File: src/rtl/pong_match_fsm.sv
`default_nettype none
// ============================================================================
//  Module      : pong_match_fsm
//  Description : Match-flow controller for Pong, 2..4 players. Tracks per-player
//                scores, ends the match at WIN_SCORE or on time_up, inserts a
//                tick-counted serve delay and reports winner/tie on entry to OVER.
//                Optional build macro PONG_MATCH_PAUSE_EN adds a start-button
//                pause hold while in PLAY.
//  Revision    : 1.0 - initial release
// ============================================================================
module pong_match_fsm #(
  parameter int NUM_PLAYERS = 2,
  parameter int SCORE_W     = 4,
  parameter int WIN_SCORE   = 7,
  parameter int SERVE_TICKS = 200
) (
  input  logic                           clk,
  input  logic                           rst,
  input  logic                           start,
  input  logic                           tick,
  input  logic                           time_up,
  input  logic [NUM_PLAYERS-1:0]         miss,
  output logic [1:0]                     state,
  output logic                           stop,
  output logic                           timer_run,
  output logic                           serve,
  output logic [NUM_PLAYERS*SCORE_W-1:0] scores,
  output logic [1:0]                     winner,
  output logic                           tie
);

  localparam int                 CNT_W        = (SERVE_TICKS < 1) ? 1 : $clog2(SERVE_TICKS + 1);
  localparam logic [CNT_W-1:0]   C_SERVE_LOAD = CNT_W'(SERVE_TICKS);
  localparam logic [SCORE_W-1:0] C_SCORE_MAX  = '1;
  localparam logic [SCORE_W-1:0] C_WIN        = SCORE_W'(WIN_SCORE);
  localparam int                 SV_W         = NUM_PLAYERS * SCORE_W;

  // PAUSE lives outside the 2-bit reported range and is shown as state 1.
  typedef enum logic [2:0] {
    ST_IDLE  = 3'd0,
    ST_SERVE = 3'd1,
    ST_PLAY  = 3'd2,
    ST_OVER  = 3'd3,
    ST_PAUSE = 3'd4
  } st_t;

  st_t              st_q, st_d;
  logic [SV_W-1:0]  score_q, score_d;
  logic [CNT_W-1:0] cnt_q, cnt_d;
  logic             serve_q, serve_d;
  logic [1:0]       winner_q, winner_d;
  logic             tie_q, tie_d;
  logic             start_prev_q;

  logic             start_edge;
  logic             miss_single;
  logic             miss_multi;
  logic [SV_W-1:0]  bumped;
  logic [NUM_PLAYERS-1:0] hit;
  logic             win_hit;
  logic [SV_W-1:0]  eval_scores;
  logic [1:0]       eval_winner;
  logic             eval_tie;

  assign start_edge = start & ~start_prev_q;

  // A lone miss bit awards points; several at once void the rally.
  assign miss_single = (miss != '0) && ((miss & (miss - NUM_PLAYERS'(1))) == '0);
  assign miss_multi  = (miss != '0) && !miss_single;

  // Every player that did not miss gains one point, saturating at the counter top.
  for (genvar g = 0; g < NUM_PLAYERS; g++) begin : g_bump
    logic [SCORE_W-1:0] cur;
    logic [SCORE_W-1:0] nxt;
    assign cur = score_q[g*SCORE_W +: SCORE_W];
    assign nxt = (miss[g] || (cur == C_SCORE_MAX)) ? cur : cur + SCORE_W'(1);
    assign bumped[g*SCORE_W +: SCORE_W] = nxt;
    assign hit[g] = (nxt >= C_WIN);
  end

  assign win_hit = |hit;

  // time_up outranks a miss, so the result is judged on unchanged scores then.
  assign eval_scores = time_up ? score_q : (miss_single ? bumped : score_q);

  // Lowest index with the top score wins; tie when the top score is shared.
  always_comb begin
    logic [SCORE_W-1:0] top;
    logic [2:0]         n_top;
    top         = eval_scores[0 +: SCORE_W];
    eval_winner = 2'd0;
    n_top       = 3'd0;
    for (int i = 1; i < NUM_PLAYERS; i++) begin
      if (eval_scores[i*SCORE_W +: SCORE_W] > top) begin
        top         = eval_scores[i*SCORE_W +: SCORE_W];
        eval_winner = 2'(i);
      end
    end
    for (int i = 0; i < NUM_PLAYERS; i++) begin
      if (eval_scores[i*SCORE_W +: SCORE_W] == top) begin
        n_top = n_top + 3'd1;
      end
    end
    eval_tie = (n_top > 3'd1);
  end

  // Next-state, score, serve-counter and result computation.
  always_comb begin
    st_d     = st_q;
    score_d  = score_q;
    cnt_d    = cnt_q;
    serve_d  = 1'b0;
    winner_d = winner_q;
    tie_d    = tie_q;
    case (st_q)
      ST_IDLE: begin
        if (start_edge) begin
          score_d = '0;
          cnt_d   = C_SERVE_LOAD;
          st_d    = ST_SERVE;
        end
      end
      ST_SERVE: begin
        if (time_up) begin
          st_d     = ST_OVER;
          winner_d = eval_winner;
          tie_d    = eval_tie;
        end else if (cnt_q == '0) begin
          st_d    = ST_PLAY;
          serve_d = 1'b1;
        end else if (tick) begin
          cnt_d = cnt_q - CNT_W'(1);
        end
      end
      ST_PLAY: begin
        if (time_up) begin
          st_d     = ST_OVER;
          winner_d = eval_winner;
          tie_d    = eval_tie;
        end else if (miss_single) begin
          score_d = bumped;
          if (win_hit) begin
            st_d     = ST_OVER;
            winner_d = eval_winner;
            tie_d    = eval_tie;
          end else begin
            cnt_d = C_SERVE_LOAD;
            st_d  = ST_SERVE;
          end
        end else if (miss_multi) begin
          cnt_d = C_SERVE_LOAD;
          st_d  = ST_SERVE;
        end
`ifdef PONG_MATCH_PAUSE_EN
        else if (start_edge) begin
          st_d = ST_PAUSE;
        end
`endif
      end
`ifdef PONG_MATCH_PAUSE_EN
      ST_PAUSE: begin
        if (time_up) begin
          st_d     = ST_OVER;
          winner_d = eval_winner;
          tie_d    = eval_tie;
        end else if (start_edge) begin
          st_d = ST_PLAY;
        end
      end
`endif
      ST_OVER: begin
        if (start_edge) begin
          st_d     = ST_IDLE;
          winner_d = 2'd0;
          tie_d    = 1'b0;
        end
      end
      default: begin
        st_d = ST_IDLE;
      end
    endcase
  end

  // State and result registers with asynchronous active-low reset.
  always_ff @(posedge clk or negedge rst) begin
    if (!rst) begin
      st_q         <= ST_IDLE;
      score_q      <= '0;
      cnt_q        <= '0;
      serve_q      <= 1'b0;
      winner_q     <= 2'd0;
      tie_q        <= 1'b0;
      start_prev_q <= 1'b0;
    end else begin
      st_q         <= st_d;
      score_q      <= score_d;
      cnt_q        <= cnt_d;
      serve_q      <= serve_d;
      winner_q     <= winner_d;
      tie_q        <= tie_d;
      start_prev_q <= start;
    end
  end

  assign state     = (st_q == ST_PAUSE) ? 2'd1 : st_q[1:0];
  assign stop      = (st_q != ST_PLAY);
  assign timer_run = (st_q == ST_SERVE) || (st_q == ST_PLAY);
  assign serve     = serve_q;
  assign scores    = score_q;
  assign winner    = winner_q;
  assign tie       = tie_q;

endmodule
`default_nettype wire

File: config.mk
export PLATFORM = sky130hd
export DESIGN_NAME = pong_match_fsm
export DESIGN_NICKNAME = d
export VERILOG_FILES = /design/src/rtl/pong_match_fsm.sv
export SDC_FILE = /design/constraint.sdc
export NUM_CORES = 1
export LEC_CHECK = 0
export BUFFER_PORTS_ARGS = -buffer_cell sky130_fd_sc_hd__buf_2
export CORE_ASPECT_RATIO = 1.4
export CORE_MARGIN = 2
export CORE_UTILIZATION = 45
export DETAILED_ROUTE_END_ITERATION = 16
export GPL_ROUTABILITY_DRIVEN = 0
export GPL_TIMING_DRIVEN = 0
export PLACE_DENSITY = 0.73
export SLEW_MARGIN = 20
export SYNTH_ARGS = -nofsm -noshare
export SYNTH_HDL_FRONTEND = slang
export SYNTH_SLANG_ARGS = --single-unit
File: constraint.sdc
create_clock -name clk -period 2.39 [get_ports clk]
set_input_delay 0.1195 -clock clk [delete_from_list [all_inputs] [get_ports clk]]
set_output_delay 0.1195 -clock clk [all_outputs]
set_load 0.01 [all_outputs]
==> results of run 1 <==
==> power groups by stage <==
stage / registers, uW / clock network (uW) / logic, uW
detailed placement: 567 / 0 / 1000
CTS: 555 / 363 / 1070
global placement: 564 / 0 / 994
floorplan: 574 / 0 / 724
finish: 557 / 354 / 1110
global route: 573 / 378 / 1250
==> cells in the final DEF, fill, tap and decap left out, drive strengths merged, types with 4 or more instances in the layout <==
cell type	synthesis	final
buf	4	32
dfrtp	22	22
o21ai	19	19
nand2	15	15
inv	14	14
ha	14	14
nor2	13	13
a21oi	10	10
mux2i	10	10
nand2b	10	10
nor3	6	6
xnor2	6	6
a211oi	6	6
a31oi	5	5
clkbuf	2	4
mux2	4	4
==> metrics by stage <==
| step | setup TNS (ns) | std cells | total power, uW | setup WS [ns] | hold slack [ns] |
|---|---|---|---|---|---|
| 2_1_floorplan | -0.0170 | 199 | 1300 | -0.0170 | -0.176 |
| 3_3_place_gp | -0.501 | 261 | 1560 | -0.444 | 0.119 |
| 3_5_place_dp | -0.466 | 261 | 1570 | -0.466 | 0.123 |
| 4_1_cts | -0.0137 | 273 | 1990 | -0.0137 | 0.333 |
| 5_1_grt | -0.131 | 274 | 2200 | -0.131 | 0.396 |
| 6_report | -0.0143 | 274 | 2020 | -0.0143 | 0.342 |
==> registers in the layout, indices dropped and copies added (netlist names) <==
signal and cells:
cnt_q 8, scores 8, serve 1, st_q 2, start_prev_q 1, tie 1
winner 1
==> worst max-delay path, delay by kind of cell, from the launching register on <==
kind / cells / cell delay (ns)
buffers and inverters: 1 / 0.10
AND/OR/NAND/NOR: 3 / 0.25
AO/OA/AOI/OAI: 3 / 0.65
flip-flops: 1 / 0.42
multiplexers: 2 / 0.48
adder cells (fa/ha/maj): 2 / 0.40
==> cell families (layout without fill, tap and decap cells) <==
| group | Yosys count | after routing | synth area share |
|---|---|---|---|
| flip-flops | 22 | 22 | 0.312 |
| other | 1 | 1 | 0.00212 |
| adder cells (fa/ha/maj) | 14 | 14 | 0.0992 |
| multiplexers | 14 | 14 | 0.0843 |
| AND/OR/NAND/NOR | 63 | 63 | 0.187 |
| XOR/XNOR | 9 | 9 | 0.0446 |
| buffers and inverters | 21 | 54 | 0.0489 |
| AO/OA/AOI/OAI | 55 | 55 | 0.222 |
==> final timing paths <==
kind / start / endpoint / slack [ns] / cells after the start
worst max-delay path: scores[4]$_DFFE_PN0P_ / winner[0]$_DFFE_PN0P_ / -0.01 / 11
worst min-delay path: rst / scores[3]$_DFFE_PN0P_ / 0.34 / 2
worst max register to register: scores[4]$_DFFE_PN0P_ / winner[0]$_DFFE_PN0P_ / -0.01 / 11
worst min register to register: cnt_q[0]$_DFFE_PN0P_ / cnt_q[0]$_DFFE_PN0P_ / 0.53 / 1
max in group asynchronous: rst / scores[5]$_DFFE_PN0P_ / 1.67 / 2
min in group clk: time_up / serve$_DFF_PN0_ / 0.39 / 2
==> routing by layer <==
| layer | up-vias | GRT usage | part of all wire |
|---|---|---|---|
| met4 | 0 | 0.123 | 0.037 |
| met1 | 755 | 0.232 | 0.42 |
| met5 | - | 0 | 0 |
| li1 | 779 | - | - |
| met2 | 32 | 0.341 | 0.51 |
| met3 | 12 | 0.0264 | 0.031 |
==> repair_timing <==
item | CTS | global route
setup buffers | 6 | 2
endpoints found under the hold margin | 23 | 0
setup endpoints to repair | 4 | 4
pin swaps | 2 | 4
hold buffers | 2 | 0
gates resized for setup | 7 | 7
==> area by class of cell <==
cell class	count	area share
repair buffers	30	0.0828
flip-flops and latches	22	0.254
multi-input cells	156	0.568
clock buffers	3	0.0190
well taps	42	0.0242
inverters	15	0.0265
plain buffers	5	0.0121
clock inverters	1	0.0138
==> results.sh, run 1 <==
export IMPL_hold_path_class="in2async"
export IMPL_slew_limit_headroom=0.570
export IMPL_max_clock_path_buffers=2
export IMPL_cts_buffers=3
export IMPL_unrepaired_setup_endpoints_after_global_routing="yes"
export IMPL_num_nets_final=254
export IMPL_layout_area_seq_um2=553
export IMPL_failed_checks="setup timing"
export IMPL_layout_cell_share_with_drive_strength_beyond_1=0.267
export IMPL_layout_min_cycle_time_ns=2.40
export IMPL_place_port_buffers=20
export IMPL_final_design_area_no_fill_um2=2180
export IMPL_antenna_left=0
export IMPL_internal_power_uw=1150
export IMPL_multi_input_gate_area_um2=1230
export IMPL_cts_root_buffer_cell="sky130_fd_sc_hd__clkbuf_8"
export IMPL_layout_area_overhead_vs_synth_pct=23.2
export IMPL_postSynth_asyncResetShare=1.00
export IMPL_synth_top_flop_cell="sky130_fd_sc_hd__dfrtp_1"
export IMPL_clk_pin_slew_ns=0.09
export IMPL_synth_top_cell_area_share=0.312
export IMPL_initial_cell_density_of_the_core=0.476
export IMPL_leakage_uw=0.000964
export IMPL_core_um2=3710
export IMPL_power_spent_charging_and_discharging_nets_uw=872
export IMPL_placed_cell_area_um2=1950
export IMPL_clock_power_share=0.175
export IMPL_synth_cell_types=48
export IMPL_slowest_stage="sky130_fd_sc_hd__dfrtp_1"
export IMPL_finalHoldViolCount=0
export IMPL_initialDrtViolationCount=56
export IMPL_cap_viol_max_count=0
export IMPL_rows=26
export IMPL_max_vdd_ir_drop_uv=584
export IMPL_pin_count=23
export IMPL_ordered_list_of_cells_on_the_worst_path="ha_4 > a311o_1 > mux2i_2 > inv_1 > ha_4 > nor2b_1 > o21ai_1 > nand2b_1 > a21oi_2 > nor2_1 > mux2_4"
export IMPL_p_sw_frac=0.431
export IMPL_path_max_fanout=4
export IMPL_grt_antenna_before_repair=0
export IMPL_synth_largest_area_cell="sky130_fd_sc_hd__dfrtp_1"
export IMPL_drt_total_wl_um=4190
export IMPL_yosysWarnings=0
export IMPL_post_dp_hpwl_um=2900
export IMPL_grt_first_pass_wirelength_um=7070
export IMPL_outcome="complete, but fails checks"
export IMPL_cp_common_cell="sky130_fd_sc_hd__ha_4"
export IMPL_ctsHtreeMaxLevel=1
export IMPL_min_period_over_period=1.01
export IMPL_synth_common_cells="22 x sky130_fd_sc_hd__dfrtp_1, 15 x sky130_fd_sc_hd__nand2_1, 15 x sky130_fd_sc_hd__o21ai_0, 14 x sky130_fd_sc_hd__ha_1, 14 x sky130_fd_sc_hd__inv_1"
export IMPL_grt_overflow_total=0
export IMPL_p_seq_frac=0.275
export IMPL_seq_area_frac_synth=0.312
export IMPL_cts_sinks=22
export IMPL_timing_final_ws_setup_ns=-0.0143
export IMPL_final_setup_viol_count=1
export IMPL_synth_most_common_cell="sky130_fd_sc_hd__dfrtp_1"
export IMPL_ys_top_cells_by_area="sky130_fd_sc_hd__dfrtp_1 31%, sky130_fd_sc_hd__ha_1 9.9%, sky130_fd_sc_hd__mux2i_1 5.7%"
export IMPL_post_synth_cell_area_avg_um2=8.88
export IMPL_floorplan_die_width_um=57.0
export IMPL_part_of_the_total_power_dissipated_in_combinational_logic=0.550
export IMPL_achievable_frequency_mhz=416
export IMPL_slew_viol_final=0
export IMPL_design_die_area_um2=4450
export IMPL_drt_drc_violations_left=0
export IMPL_final_setup_skew_ns=0.00663
export IMPL_vias=1578
export IMPL_synth_cells=199
export IMPL_max_slew_worst_pin_slew_ns=0.641
export IMPL_fp_dieH_um=78.1
export IMPL_yosys_reg_bits=22
export IMPL_setup_crit_path_kind="reg2reg"
export IMPL_wl_per_cell_um=15.3
export IMPL_synth_enable_flop_cells=0
export IMPL_diodes=0
export IMPL_netlist_area_um2=1770
export IMPL_clock_tree_from_tritoncts="yes"
export IMPL_drt_pre_antenna_iters=6
export IMPL_timing_critical_path_slowest_cell_delay_ns=0.42
export IMPL_maximum_number_of_pins_on_one_net_before_global_route_repair=23
export IMPL_final_core_util=0.587
export IMPL_worst_endpoint_required_ns=2.54
export IMPL_worst_endpoint_arrival_ns=2.56
export IMPL_num_fill_cells=341
export IMPL_timing_critical_path_to_type="flop"
export IMPL_grt_usage=0.200
export IMPL_clkLatencyLatePin_ns=0.27
export IMPL_viasPerCell=5.76
export IMPL_first_global_vias=1568
export IMPL_setup_worst_path_start_class="flop"
export IMPL_power_per_cell_area_nw_per_um2=930
export IMPL_mappedNetlistNets=220
Power figures use the tool's default switching activity.
==> run 2, diff against run 1 <==
--- a/config.mk
+++ b/config.mk
@@ -13,6 +13,7 @@
 export GPL_ROUTABILITY_DRIVEN = 0
 export GPL_TIMING_DRIVEN = 0
 export PLACE_DENSITY = 0.73
+export REMOVE_ABC_BUFFERS = 1
 export SLEW_MARGIN = 20
 export SYNTH_ARGS = -nofsm -noshare
 export SYNTH_HDL_FRONTEND = slang
==> constraint.sdc (replaced) <==
create_clock -name clk -period 1.93 [get_ports clk]
set_input_delay 0.0965 -clock clk [delete_from_list [all_inputs] [get_ports clk]]
set_output_delay 0.0965 -clock clk [all_outputs]
set_load 0.01 [all_outputs]
==> run 2 against run 1 <==
  * The flow still finishes with violations (setup timing)
  * Die area unchanged
  * Clock skew fell by 0.0026 ns
  * Sequential power grew 26%
  * Critical endpoint unchanged
  * Wire length rose by 11%
  * Core utilization is 3.0 points higher
  * Largest cell class unchanged
  * Count of clock-buffer cells in the layout grew 1
  * Non-clock buffer count rose by 3
  * Critical path depth is 2 lower
  * Sequential cell count stayed put
==> results.sh, run 2 (synthesized netlist as in run 1, its figures left out) <==
export IMPL_setup_crit_path_kind="reg2reg"
export IMPL_mostFrequentLayoutCells="19 x sky130_fd_sc_hd__buf_2, 17 x sky130_fd_sc_hd__dfrtp_1, 15 x sky130_fd_sc_hd__nand2_1, 15 x sky130_fd_sc_hd__buf_4, 14 x sky130_fd_sc_hd__inv_1"
export IMPL_num_nets_final=257
export IMPL_pin_count=23
export IMPL_pre_cts_setup_slack_ns=-0.949
export IMPL_max_vdd_ir_drop_uv=980
export IMPL_ctsHtreeMaxLevel=1
export IMPL_num_fill_cells=314
export IMPL_achievable_frequency_mhz=430
export IMPL_power_per_cell_area_nw_per_um2=1120
export IMPL_placed_cells_incl_taps=256
export IMPL_layoutNonFillerInstCount=277
export IMPL_initialDrtViolationCount=55
export IMPL_drt_drc_violations_left=0
export IMPL_vias=1627
export IMPL_floorplan_die_width_um=57.0
export IMPL_timing_final_ws_setup_ns=-0.398
export IMPL_core_um2=3710
export IMPL_wl_per_cell_um=16.8
export IMPL_grt_met1_use=0.256
export IMPL_layout_min_cycle_time_ns=2.33
export IMPL_leakage_uw=0.000990
export IMPL_path_max_fanout=10
export IMPL_antenna_left=0
export IMPL_final_setup_viol_count=11
export IMPL_grt_usage=0.219
export IMPL_unrepaired_setup_endpoints_after_global_routing="yes"
export IMPL_clk_pin_slew_ns=0.08
export IMPL_met3_capacity_usage_during_global_routing=0.0264
export IMPL_cts_root_buffer_cell="sky130_fd_sc_hd__clkbuf_8"
export IMPL_critical_path_startpoint="scores[4]$_DFFE_PN0P_"
export IMPL_worstHoldStart="time_up"
export IMPL_layout_commonest_cell="sky130_fd_sc_hd__buf_2"
export IMPL_final_core_util=0.617
export IMPL_cap_viol_max_count=0
export IMPL_initial_cell_density_of_the_core=0.476
export IMPL_grt_overflow_total=0
export IMPL_multi_input_gate_area_um2=1320
export IMPL_final_setup_skew_ns=0.00401
export IMPL_diodes=0
export IMPL_grt_util_met2=0.400
export IMPL_worst_endpoint_arrival_ns=2.48
export IMPL_design_die_area_um2=4450
export IMPL_clkLatencyLatePin_ns=0.27
export IMPL_grt_antenna_before_repair=0
export IMPL_slew_viol_final=0
export IMPL_outcome="complete, but fails checks"
export IMPL_rows=26
export IMPL_failed_checks="setup timing"
export IMPL_min_period_over_period=1.21
export IMPL_grt_first_pass_wirelength_um=7760
export IMPL_busiest_layer="met2"
export IMPL_hold_path_class="in2reg"
export IMPL_timing_critical_path_to_type="flop"
export IMPL_layout_area_seq_um2=557
export IMPL_worst_endpoint_required_ns=2.08
export IMPL_max_slew_worst_pin_slew_ns=0.533
export IMPL_slew_limit_headroom=0.645
export IMPL_place_port_buffers=21
export IMPL_drt_total_wl_um=4670
export IMPL_r2r_path_start="scores[4]$_DFFE_PN0P_"
export IMPL_viasPerCell=5.87
export IMPL_maximum_number_of_pins_on_one_net_before_global_route_repair=23
export IMPL_layout_area_overhead_vs_synth_pct=29.5
export IMPL_post_dp_hpwl_um=2950
export IMPL_placed_cell_area_um2=1890
export IMPL_drt_pre_antenna_iters=4
export IMPL_clock_tree_from_tritoncts="yes"
export IMPL_max_clock_path_buffers=2
export IMPL_final_design_area_no_fill_um2=2290
export IMPL_fp_dieH_um=78.1
export IMPL_setup_worst_path_start_class="flop"
export IMPL_cts_buffers=3
export IMPL_first_global_vias=1673
export IMPL_layout_cell_share_with_drive_strength_beyond_1=0.349
export IMPL_finalHoldViolCount=0
export IMPL_cts_sinks=22
-- run 2: changes by cell type in the layout (fill, tap and decap cells not counted), moves of 2 or more --
cell and delta:
sky130_fd_sc_hd__o21ai_1 -2, sky130_fd_sc_hd__dfrtp_2 +3, sky130_fd_sc_hd__o21ai_2 +5, sky130_fd_sc_hd__o21ai_0 -3, sky130_fd_sc_hd__buf_2 -4, sky130_fd_sc_hd__dfrtp_1 -3
sky130_fd_sc_hd__buf_4 +6
-- run 2: worst paths after layout --
path,endpoint,slack (ns),depth (start not counted)
max in group asynchronous,scores[5]$_DFFE_PN0P_,1.20,2
setup / recovery,winner[0]$_DFFE_PN0P_,-0.40,9
setup reg to reg,winner[0]$_DFFE_PN0P_,-0.40,9
min in group asynchronous,cnt_q[2]$_DFFE_PN0P_,0.34,2
hold reg to reg,winner[0]$_DFFE_PN0P_,0.52,1
hold / removal,serve$_DFF_PN0_,0.17,2
-- run 2: worst max-delay path: stages, from the launching register on --
cell and delay (ns):
sky130_fd_sc_hd__dfrtp_2 0.41, sky130_fd_sc_hd__buf_4 0.20, sky130_fd_sc_hd__nand3_1 0.10, sky130_fd_sc_hd__nor3_1 0.20, sky130_fd_sc_hd__mux2i_1 0.42, sky130_fd_sc_hd__inv_1 0.08
sky130_fd_sc_hd__ha_1 0.32, sky130_fd_sc_hd__a41o_1 0.18, sky130_fd_sc_hd__nor2_1 0.04, sky130_fd_sc_hd__mux2_4 0.26
-- run 2: cell type report --
class                      instances  share of cell area
multi-input combinational        156               0.577
sequential                        22               0.243
timing repair buffer              38               0.108
inverter                          15              0.0252
clock buffer                       4              0.0241
tap                               42              0.0230
-- run 2: timing repair --
item | in CTS | in global routing
setup endpoints to repair | 13 | 14
resized for setup | 27 | 20
endpoints found under the hold margin | 23 | 0
hold buffers | 2 | 0
setup buffers | 13 | 2
pin swaps | 10 | 12
-- run 2: per-layer routing --
metal	up-vias	routed length [um]	part of all wire
met5	-	0	0
met4	0	127	0.027
met3	13	159	0.034
met2	41	2530	0.54
met1	791	1850	0.40
li1	782	-	-
-- run 2: power by group --
| group | total, uW | switching, uW | leakage [uW] | internal (uW) |
|---|---|---|---|---|
| sequential | 704 | 126 | 0.000272 | 578 |
| combinational | 1520 | 879 | 0.000689 | 645 |
| clock | 341 | 159 | 0.0000288 | 182 |
| total | 2570 | 1160 | 0.000990 | 1410 |
-- run 2: through the flow --
| stage | hold WS [ns] | setup TNS [ns] | power, uW |
|---|---|---|---|
| 2_1_floorplan | -0.199 | -3.00 | 1580 |
| 6_report | 0.170 | -2.29 | 2570 |
| 5_1_grt | 0.191 | -3.42 | 2780 |
| 4_1_cts | 0.136 | -2.02 | 2420 |
| 3_3_place_gp | 0.105 | -5.23 | 1900 |
| 3_5_place_dp | 0.108 | -5.78 | 1910 |
